## config.mk

```make
export PLATFORM = sky130hd
export DESIGN_NAME = seg_scan_ctrl
export DESIGN_NICKNAME = d
export VERILOG_FILES = /design/src/rtl/seg_scan_ctrl.sv
export SDC_FILE = /design/constraint.sdc
export NUM_CORES = 1
export LEC_CHECK = 0
export CORE_ASPECT_RATIO = 0.7
export CORE_MARGIN = 4
export CORE_UTILIZATION = 60
export DETAILED_ROUTE_END_ITERATION = 16
export PLACE_DENSITY = 0.84
export SLEW_MARGIN = 0
export SYNTH_ARGS = -nofsm -noshare
export SYNTH_HDL_FRONTEND = slang
export SYNTH_SLANG_ARGS = --single-unit
```

## constraint.sdc

```tcl
create_clock -name i_clk -period 5.83 [get_ports i_clk]
set_input_delay 1.166 -clock i_clk [delete_from_list [all_inputs] [get_ports i_clk]]
set_output_delay 1.166 -clock i_clk [all_outputs]
set_load 0.01 [all_outputs]
```

## src/rtl/seg_scan_ctrl.sv

```systemverilog
// Four-digit multiplexed seven-segment scan controller.
// Blanks each slot, suppresses leading zeros, commits new data per frame.
//
// Ports:
//   i_clk          clock, rising edge
//   i_rst          asynchronous reset, active low
//   i_value[15:0]  four hex nibbles, digit0 = [3:0]
//   i_dp[3:0]      decimal point per digit, 1 = lit
//   i_blank_lz     leading-zero suppression enable
//   i_load         capture value/dp/blank_lz into pending
//   o_load_ack     pulse when pending data becomes active
//   o_digitSelect  digit enables, active low
//   o_seg          segments {g,f,e,d,c,b,a}, active low
//   o_dp           decimal point segment, active low
//   o_frame        pulse at each frame start
module seg_scan_ctrl #(
  parameter int SCAN_DIV     = 50000,
  parameter int BLANK_CYCLES = 500
) (
  input  logic        i_clk,
  input  logic        i_rst,
  input  logic [15:0] i_value,
  input  logic [3:0]  i_dp,
  input  logic        i_blank_lz,
  input  logic        i_load,
  output logic        o_load_ack,
  output logic [3:0]  o_digitSelect,
  output logic [6:0]  o_seg,
  output logic        o_dp,
  output logic        o_frame
);

  localparam int CW =
    (SCAN_DIV > 1) ? $clog2(SCAN_DIV) : 1;

  localparam logic [CW-1:0] SLOT_LAST =
    CW'(SCAN_DIV - 1);

  localparam logic [CW-1:0] BLANK_N =
    CW'(BLANK_CYCLES);

  typedef struct packed {
    logic [15:0] value;
    logic [3:0]  dp;
    logic        lz;
  } disp_t;

  typedef enum logic [0:0] {
    ST_BLANK,
    ST_SHOW
  } state_t;

  localparam state_t ST_RST =
    (BLANK_CYCLES > 0) ? ST_BLANK : ST_SHOW;

  // Scan position and slot phase
  logic [CW-1:0] slot_q;
  logic [CW-1:0] slot_d;
  logic [1:0]    idx_q;
  logic [1:0]    idx_d;
  state_t        state_q;
  state_t        state_d;

  // Data path
  disp_t act_q;
  disp_t pend_q;
  logic  pend_vld_q;
  logic  commit_q;
  logic  started_q;

  // Combinational decode
  logic       last_slot;
  logic       wrap;
  logic [3:0] nib;
  logic [3:0] lz_sup;
  logic [3:0] sel_d;
  logic [6:0] seg_d;
  logic       dp_d;
  logic       frame_d;

  function automatic logic [6:0] hex7(
    input logic [3:0] n
  );
    logic [6:0] s;
    s = 7'h7F;
    unique case (n)
      4'h0: s = 7'b1000000;
      4'h1: s = 7'b1111001;
      4'h2: s = 7'b0100100;
      4'h3: s = 7'b0110000;
      4'h4: s = 7'b0011001;
      4'h5: s = 7'b0010010;
      4'h6: s = 7'b0000010;
      4'h7: s = 7'b1111000;
      4'h8: s = 7'b0000000;
      4'h9: s = 7'b0010000;
      4'hA: s = 7'b0001000;
      4'hB: s = 7'b0000011;
      4'hC: s = 7'b1000110;
      4'hD: s = 7'b0100001;
      4'hE: s = 7'b0000110;
      4'hF: s = 7'b0001110;
      default: s = 7'h7F;
    endcase
    return s;
  endfunction

  // Next scan position and slot phase
  always_comb begin
    last_slot = (slot_q == SLOT_LAST);
    wrap      = last_slot && (idx_q == 2'd3);
    slot_d    = last_slot ? '0 : slot_q + CW'(1);
    idx_d     = last_slot ? idx_q + 2'd1 : idx_q;
    state_d   = (slot_d < BLANK_N) ? ST_BLANK
                                   : ST_SHOW;
  end

  always_ff @(posedge i_clk or negedge i_rst) begin
    if (!i_rst) begin
      slot_q  <= '0;
      idx_q   <= '0;
      state_q <= ST_RST;
    end else begin
      slot_q  <= slot_d;
      idx_q   <= idx_d;
      state_q <= state_d;
    end
  end

  // Active nibble of the current slot
  always_comb begin
    nib = 4'h0;
    unique case (idx_q)
      2'd0: nib = act_q.value[3:0];
      2'd1: nib = act_q.value[7:4];
      2'd2: nib = act_q.value[11:8];
      2'd3: nib = act_q.value[15:12];
      default: nib = 4'h0;
    endcase
  end

  // A digit is suppressed only if it and every
  // higher digit are zero; digit 0 always shows.
  always_comb begin
    lz_sup    = 4'b0000;
    lz_sup[3] = act_q.lz &&
                (act_q.value[15:12] == 4'h0);
    lz_sup[2] = lz_sup[3] &&
                (act_q.value[11:8] == 4'h0);
    lz_sup[1] = lz_sup[2] &&
                (act_q.value[7:4] == 4'h0);
  end

  // Output decode; anything but SHOW is blank
  always_comb begin
    sel_d   = 4'b1111;
    seg_d   = 7'h7F;
    dp_d    = 1'b1;
    frame_d = started_q &&
              (slot_q == '0) &&
              (idx_q == 2'd0);
    unique case (state_q)
      ST_SHOW: begin
        sel_d = ~(4'b0001 << idx_q);
        seg_d = lz_sup[idx_q] ? 7'h7F
                              : hex7(nib);
        dp_d  = ~act_q.dp[idx_q];
      end
      default: begin
        sel_d = 4'b1111;
        seg_d = 7'h7F;
        dp_d  = 1'b1;
      end
    endcase
  end

  always_ff @(posedge i_clk or negedge i_rst) begin
    if (!i_rst) begin
      o_digitSelect <= 4'b1111;
      o_seg         <= 7'h7F;
      o_dp          <= 1'b1;
      o_frame       <= 1'b0;
      o_load_ack    <= 1'b0;
    end else begin
      o_digitSelect <= sel_d;
      o_seg         <= seg_d;
      o_dp          <= dp_d;
      o_frame       <= frame_d;
      // commit_q is set on the wrap edge, so the
      // ack lands with the frame pulse.
      o_load_ack    <= commit_q;
    end
  end

  // Pending / active data; a load on the commit
  // edge refills pending after the old data moves.
  always_ff @(posedge i_clk or negedge i_rst) begin
    if (!i_rst) begin
      act_q      <= '0;
      pend_q     <= '0;
      pend_vld_q <= 1'b0;
      commit_q   <= 1'b0;
      started_q  <= 1'b0;
    end else begin
      commit_q <= wrap && pend_vld_q;
      if (wrap) begin
        started_q <= 1'b1;
      end
      if (wrap && pend_vld_q) begin
        act_q <= pend_q;
      end
      if (i_load) begin
        pend_q     <= '{value: i_value,
                        dp:    i_dp,
                        lz:    i_blank_lz};
        pend_vld_q <= 1'b1;
      end else if (wrap) begin
        pend_vld_q <= 1'b0;
      end
    end
  end

endmodule

```

Word-level counts from Yosys, hierarchy flattened
Memory sizes are Yosys's and may differ from the RTL's.
Cells that the tools add are included.

word-level totals
  output and inout port bits = 14
  memories = 1
  memory bits (read-only) = 112
  bits of input ports = 24
  bits in registers = 78

memories
  name             words  width  read ports  clocked after Yosys merged registers in  write ports  RTL line  source
  (no name shown)  16     7      1           0                                        0            86        unique case (n)

cells by class
  add/sub/neg operators = 2
  reductions and logical operators = 13
  shifts and indexed selects = 1
  $lt $le $gt $ge = 2
  bitwise operators = 2
  equal/unequal tests = 4
  mux-type cells = 13

operators by type and width
  operator               number
  $add 16x1->16 const B  1
  $eq 16x16->1 const B   1
  $logic_not 16->1       1
  $lt 16x9->1 const B    1
  $mux 16                1
  $pmux 4 s4             1
  $mux 7                 2
  $logic_not 4->1        3
  $logic_and 1x1->1      7
  $mux 1                 6
  $bmux 1 s2             2
  $eq 2x2->1 const B     2
  $mux 4                 1
  $not 4->4              1
  $shl 1x2->4 const A    1
  $lt 2x3->1 const B     1
  $add 2x1->2 const B    1
  $eq 2x1->1 const B     1
  $logic_not 2->1        1
  $reduce_bool 2->1      1
  $not 1->1              1

Logic depth before layout (Yosys ltp)
Gate-level depths: netlist of the first run.

  word-level depth = 8
  gate-level depth with buffers = 9
  mapped depth without buffers = 9

Worst setup path after synthesis of the first run
OpenSTA, ideal clock, no wires.

  path type = register to register
  from = reg idx_q[0]
  to = reg o_seg[3]
  path slack = 3.669 ns
  library setup time = 0.103 ns
  period minus slack after synthesis = 2.161 ns
  cell stages (with the launch flop) = 10
  data arrival time = 2.058 ns
  path through = dfrtp_1 > inv_1 > ha_1 > clkbuf_1 > mux2i_1 > inv_1 > ha_1 > nor2b_1 > a211oi_1 > o21ai_0

on the way
  longest elaborated chain between the ends = 5
  elaborated cells between the ends (all ways) = 10
  those cells by class = eq/ne (3); mux (5); reduce/logical (1); memory (1)

ends and longest elaborated chain
  item                                      RTL line  source
  start: declaration                        59        logic [1:0] idx_q;
  start signal: assignment                  125       idx_q <= idx_d;
  $eq 2x2->1, or another cell as far along  133       unique case (idx_q)
  $pmux 4 s4                                133
  $mem_v2 16x7                              --
  $mux 7 *                                  165       seg_d = lz_sup[idx_q] ? 7'h7F
  $mux 7 *                                  162       unique case (state_q)
  named net seg_d[3]                        77        logic [6:0] seg_d;
  end signal: assignment                    186       o_seg <= seg_d;
  end: declaration                          28        output logic [6:0] o_seg,

Mark *: on every way through the listed nets, which the timed path passes. The rest lies on a longest branch. The select of a mux whose other input is x is not followed.
A chain may end at the register's enable or synchronous reset.

Worst setup path in the final report of the first run
  from = reg o_digitSelect[2]
  to = out o_digitSelect[2]

RTL lines
  item                      RTL line  source
  start: declaration        27        output logic [3:0] o_digitSelect,
  start signal: assignment  185       o_digitSelect <= sel_d;

No word-level cell between the ends.

==> impl_results.md, run 1 <==
* CP max-delay cell: dfstp_2
* FF/Latch Area at about 2000 sq um
* Vias in the first global route at about 2400
* Routed Antenna Nets at 0
* Sink Count at 78
* Drt pass-1 iters at 4
* Smallest hold slack at ~0.36 ns
* WP data required at 4.66 ns
* Area Growth Syn to Fin at 16.3%
* GRT met3 Usage at 0.0579
* Data arrival time of the critical path at between 1 and 1.5 ns
* Highest-count cells in the layout ignoring fill and taps: 66 x dfrtp_1, 36 x clkdlybuf4s50_1, 25 x mux2_2, 19 x nand2_1, 19 x mux2_4
* Latest clock arrival within the worst-skew pair at between 0.3 and 0.4 ns
* Max Slew Vio Count at 0
* Worst R2R Path Depth at 5
* Hold Path Depth at 0
* Top cell type's share of synthesized area at 0.446
* Setup bufs post-CTS at 0
* Post-route cell area at between 4000 and 5000 sq um
* Min cycle time layout at around 2.6 ns
* Fill count at 370
* Critical path, cell by cell: clkdlybuf4s50_1
* Final setup vio count at 0
* Inst Count DP at 390
* Sequential area share after synthesis at 0.532
* Routed WL at slightly above 7000 um
* Post-CTS Hold Fix Bufs at 0
* Synth cell types at 48
* Most used routing layer: met2
* Root buf cell: clkbuf_8
* Crit-path max cell delay at between 0.5 and 0.6 ns
* Outcome: complete, no violations
* Num ports at 38
* Antenna violations before repair at 0
* P_leak at 0.00193 uW
* Largest net degree at the start of global routing at slightly below 80
* Layout cells sized above 1 at 0.248
* Post-synthesis net count at ~320
* Period utilization at 0.442
* Initial drt markers at about 190
* CTS tree: built
* Cell Pwr Density at approximately 240 nW/um^2
* Fin nets at ~360
* DP HPWL at 4880 um
* Post-Synthesis Cells at slightly below 300
* Syn_area_per_cell at ~13 sq um
* #FFs+latches synth at 78
* CP Max Fanout at 1
* Met1 Use GR at 0.289
* VDD IR-drop max at 0.193 mV
* Slew at the pin with the worst max-slew slack at approximately 1.0 ns
* Die ar. at approximately 7500 sq um
* Most used DFF post-synth: dfrtp_1
* Relative slew slack at 0.321
* Num CTS Buffers at 9
* Cell Count, Final, Fillers Out at roughly 410
* Routability cong. at around 0.89
* Via count at approximately 2400
* Kind of end point of the critical path: output port
* Die width at between 100 and 150 um
* Routed length per instance at between 15 and 20 um
* Post-cts sizing count at 0
* Congestion Overflow GR at 0
* Critical path buffers and inverters at 1
* Post-place setup slack at 2.99 ns
* Max Cap Viol at 0
* Ranking of synthesized cells by area: dfrtp_1 45%, dfstp_2 8.5%, mux2_4 7.7%
* Core footprint at 5840 sq um
* N_diodes at 0
* Via density at roughly 6
* Async SR Flop Fraction at 1.00
* Rows at 23
* Initial Util at 0.633
* Htree depth at 3
* Crit start category: flip-flop
* Hold/Removal Path Class: reg -> reg
* Worst Path Class, Setup: reg -> out
* Placed Area at just over 4000 sq um
* IO buf count at 37
* EDFF count, synth at 0
* Mapped Area at approximately 3700 sq um
* Max Clk Rate at around 0.39 GHz
* First-pass GRT wire length at 11900 um
* Most common cell after layout, fill and taps aside: dfrtp_1
* Fin. Hold Viols at 0
* Unrepaired setup endpoints after global routing: no
* Clock Pin Slew Worst Setup and Hold Paths at roughly 0.09 ns
* Setup TNS at 0 ns
* Drt drc at 0
* Multi-input logic area at ~1600 sq um
* CP top delay family: flip-flops
* Yosys top cell by area: dfrtp_1
* Worst-case clock buffer depth at 2
* Crit path depth at 1
* Worst setup margin at 3.25 ns
* Grt met2 use at 0.322
* Clock skew at between 0.01 and 0.015 ns
* Tot GR Track Use at 0.211
* Yosys Warn Count at 0
* Die Height at between 70 and 80 um
sequential cells by signal (all words and copies together), names as in the netlist:
| signal | cells |
|---|---|
| commit_q | 1 |
| o_digitSelect | 4 |
| idx_q | 2 |
| started_q | 1 |
| o_seg | 7 |
| o_dp | 1 |
| act_q | 21 |
| pend_vld_q | 1 |
| o_frame | 1 |
| state_q | 1 |
| slot_q | 16 |
| o_load_ack | 1 |
| pend_q | 21 |
cell usage after synthesis, types with 3 or more instances:
library cell   n
mux2_4        19
mux2_2        25
mux2i_1        6
nor4_1         6
nor3_1         9
o221ai_1       6
nand4_1        3
a222oi_1       4
nand3_1        6
xnor2_1       10
inv_1         17
nand2b_1       3
dfstp_2       12
dfrtp_1       66
nor2_1         8
o21ai_0        8
and4_1         3
xor2_1         4
buf_2          4
ha_1          11
clkbuf_1       3
nor2b_1        3
nand2_1       19
metal layers:
| metal | wire (um) | vias up |
|---|---|---|
| met4 | 158 | 0 |
| li1 | - | 1109 |
| met3 | 458 | 16 |
| met5 | 0 | - |
| met1 | 3260 | 1167 |
| met2 | 3180 | 82 |
cell type report:
cell class / count / share of cell area
sequential: 78 / 0.457
multi-input combinational: 183 / 0.374
timing repair buffer: 37 / 0.0855
clock buffer: 9 / 0.0288
tap: 75 / 0.0218
clock inverter: 7 / 0.0186
inverter: 17 / 0.0148
power by group:
| group | internal (uW) | total (uW) | switching, uW |
|---|---|---|---|
| sequential | 556 | 564 | 8.90 |
| clock | 203 | 411 | 209 |
| combinational | 26.7 | 45.0 | 18.3 |
metrics by stage:
step,utilization,total power (uW)
2_1_floorplan,-,589
3_3_place_gp,0.702,617
6_report,0.737,1020
4_1_cts,0.737,1030
5_1_grt,0.737,1060
3_5_place_dp,0.702,620
path summary, 6_finish.rpt:
check | from | slack, ns | endpoint
worst max-delay path | o_digitSelect[2]$_DFF_PN1_ | 3.25 | o_digitSelect[2]
worst min-delay path | commit_q$_DFF_PN0_ | 0.36 | o_load_ack$_DFF_PN0_
worst max register to register | slot_q[0]$_DFF_PN0_ | 3.29 | act_q[15]$_DFFE_PN0P_
worst min register to register | commit_q$_DFF_PN0_ | 0.36 | o_load_ack$_DFF_PN0_
max in group asynchronous | i_rst | 4.27 | act_q[3]$_DFFE_PN0P_
min in group asynchronous | i_rst | 0.94 | o_load_ack$_DFF_PN0_
logic make-up after synthesis:
| group | Yosys count | share of synthesized area |
|---|---|---|
| AO/OA/AOI/OAI | 31 | 0.0612 |
| XOR/XNOR | 14 | 0.0331 |
| adder cells (fa/ha/maj) | 11 | 0.0372 |
| buffers and inverters | 28 | 0.0338 |
| flip-flops | 78 | 0.532 |
| multiplexers | 51 | 0.176 |
| AND/OR/NAND/NOR | 76 | 0.128 |
Power figures use the tool's default switching activity.
==> run 2: changes to the inputs <==
Settings changed: CORE_UTILIZATION 60 to 51, PLACE_DENSITY 0.84 to 0.76.
Clock period 5.83 ns to 2.3 ns, I/O delays scaled along.
==> impl_results.md, run 2 (synthesis gave the netlist of run 1 again) <==
* Die width at 110 um (was 102 um)
* Congestion Overflow GR at 0 (unchanged)
* Max Cap Viol at 0 (unchanged)
* Worst Path Class, Setup: reg -> reg (was reg -> out)
* N_diodes at 0 (unchanged)
* Relative slew slack at 0.552 (was 0.321)
* Vias in the first global route at 2393 (was 2397)
* Routed length per instance at 16.1 um (was 17.4 um)
* Root buf cell: clkbuf_8 (unchanged)
* Layout cells sized above 1 at 0.297 (was 0.248)
* Regs by FF count: act_q x21, pend_q x21, slot_q x16 (unchanged)
* Die ar. at 8700 sq um (was 7510 sq um)
* Clock skew at 0.00845 ns (was 0.0129 ns)
* CTS tree: built (unchanged)
* Routed WL at 7090 um (was 7060 um)
* Routed Antenna Nets at 0 (unchanged)
* Max Slew Vio Count at 0 (unchanged)
* Inst Count DP at 419 (was 390)
* Post-CTS Hold Fix Bufs at 0 (unchanged)
* Core footprint at 6910 sq um (was 5840 sq um)
* Latest clock arrival within the worst-skew pair at 0.35 ns (about the same)
* Tot GR Track Use at 0.178 (was 0.211)
* Cell Pwr Density at 600 nW/um^2 (was 237 nW/um^2)
* Rows at 25 (was 23)
* CP Max Fanout at 6 (was 1)
* Outcome: complete, no violations (unchanged)
* Most common cell after layout, fill and taps aside: dfrtp_1 (unchanged)
* Post-route cell area at 4520 sq um (was 4300 sq um)
* Antenna violations before repair at 0 (unchanged)
* Data arrival time of the critical path at 2.45 ns (was 1.41 ns)
* Min cycle time layout at about 2.2 ns
* FF/Latch Area at 1970 sq um (about the same)
* DP HPWL at 5160 um (was 4880 um)
* Drt drc at 0 (unchanged)
* Die Height at 79.3 um (was 73.7 um)
* Hold/Removal Path Class: in -> async (was reg -> reg)
* Largest net degree at the start of global routing at 48 (was 79)
* P_leak at 0.00203 uW (was 0.00193 uW)
* Final setup vio count at 0 (unchanged)
* Sink Count at 78 (unchanged)
* Placed Area at 4220 sq um (was 4100 sq um)
* Crit start category: flip-flop (unchanged)
* Slew at the pin with the worst max-slew slack at 0.669 ns (was 1.02 ns)
* Initial Util at 0.535 (was 0.633)
* Htree depth at 3 (unchanged)
* Clock Pin Slew Worst Setup and Hold Paths at 0.08 ns (was 0.09 ns)
* Area Growth Syn to Fin at 22.1% (was 16.3%)
* Cell Count, Final, Fillers Out at 441 (was 406)
* Highest-count cells in the layout ignoring fill and taps: 65 x dfrtp_1, 36 x clkdlybuf4s50_1, 25 x mux2_2, 19 x nand2_1, 19 x mux2_4 (was 66 x dfrtp_1, 36 x clkdlybuf4s50_1, 25 x mux2_2, 19 x nand2_1, 19 x mux2_4)
* Fin. Hold Viols at 0 (unchanged)
* Via density at 5.54 (was 5.85)
* Routability cong. at 0.855 (was 0.894)
* Drt pass-1 iters at 4 (unchanged)
* Initial drt markers at 129 (was 189)
* Num ports at 38 (unchanged)
* Max Clk Rate at roughly 0.45 GHz
* VDD IR-drop max at 0.532 mV (was 0.193 mV)
* Via count at 2445 (was 2374)
* WP data required at 2.55 ns (was 4.66 ns)
* Fin nets at 377 (was 361)
* Fill count at 521 (was 370)
* First-pass GRT wire length at 11900 um (about the same)
* Kind of end point of the critical path: flip-flop (was output port)
* Num CTS Buffers at 9 (unchanged)
* Period utilization at 0.958
* Smallest hold slack at 0.115 ns (was 0.361 ns)
* Worst-case clock buffer depth at 2 (unchanged)
* Multi-input logic area at 1620 sq um (was 1610 sq um)
* IO buf count at 37 (unchanged)
* Final Core Density at 0.653 (was 0.737)
-- run 2: cell count changes in the layout (fill, tap and decap cells not counted), moves of 2 or more --
cell / previous run / this run
buf_4: 1 / 15
clkbuf_8: 9 / 11
ha_1: 11 / 9
ha_2: 0 / 2
inv_6: 3 / 0
buf_12: 0 / 2
-- run 2: report_power, final --
| group | switching [uW] | total (uW) | internal, uW |
|---|---|---|---|
| combinational | 45.8 | 118 | 72.5 |
| clock | 493 | 1160 | 670 |
| sequential | 20.7 | 1430 | 1410 |
-- run 2: path summary, 6_finish.rpt --
kind / depth (start not counted) / slack (ns) / to / start
setup / recovery: 8 / 0.1 / o_seg[3]$_DFF_PN1_ / idx_q[0]$_DFFE_PN0N_
hold / removal: 1 / 0.11 / commit_q$_DFF_PN0_ / i_rst
setup reg to reg: 8 / 0.1 / o_seg[3]$_DFF_PN1_ / idx_q[0]$_DFFE_PN0N_
hold reg to reg: 0 / 0.35 / o_load_ack$_DFF_PN0_ / commit_q$_DFF_PN0_
max in group asynchronous: 2 / 1.53 / o_dp$_DFF_PN1_ / i_rst
min in group i_clk: 0 / 0.35 / o_load_ack$_DFF_PN0_ / commit_q$_DFF_PN0_
-- run 2: layout make-up --
type | count | share of cell area
Tap cell | 94 | 0.0260
Sequential cell | 78 | 0.436
Clock inverter | 5 | 0.0180
Timing Repair Buffer | 53 | 0.114
Multi-Input combinational cell | 183 | 0.359
Clock buffer | 11 | 0.0335
Inverter | 17 | 0.0141
-- run 2: through the flow --
| step | power [uW] | TNS (ns) | setup slack, ns |
|---|---|---|---|
| floorplan | 1490 | 0 | 0.139 |
| global placement | 1570 | 0 | 0.161 |
| detailed placement | 1580 | 0 | 0.0222 |
| CTS | 2740 | 0 | 0.0100 |
| global route | 2820 | -0.0729 | -0.0493 |
| finish | 2710 | 0 | 0.0955 |
-- run 2: repair_timing --
| item | 4_1_cts | 5_1_grt |
|---|---|---|
| hold endpoints to repair | 0 | 0 |
| gates resized for setup | 0 | 6 |
| setup endpoints to repair | 0 | 8 |
| buffers inserted | 0 | 6 |
-- run 2: per-layer routing --
metal / vias to the layer above / global-route usage / wire length (um)
met5: - / 0 / 0
met4: 0 / 0.0697 / 144
met3: 18 / 0.0479 / 408
met2: 74 / 0.252 / 2950
met1: 1204 / 0.260 / 3590
li1: 1149 / - / -
-- run 2: worst max-delay path, stage by stage, from the launching register on --
cell,delay [ns]
dfrtp_2,0.45
inv_1,0.13
ha_1,0.28
mux2i_1,0.40
inv_1,0.15
ha_1,0.32
nor2_1,0.05
a211oi_1,0.22
o21ai_1,0.10
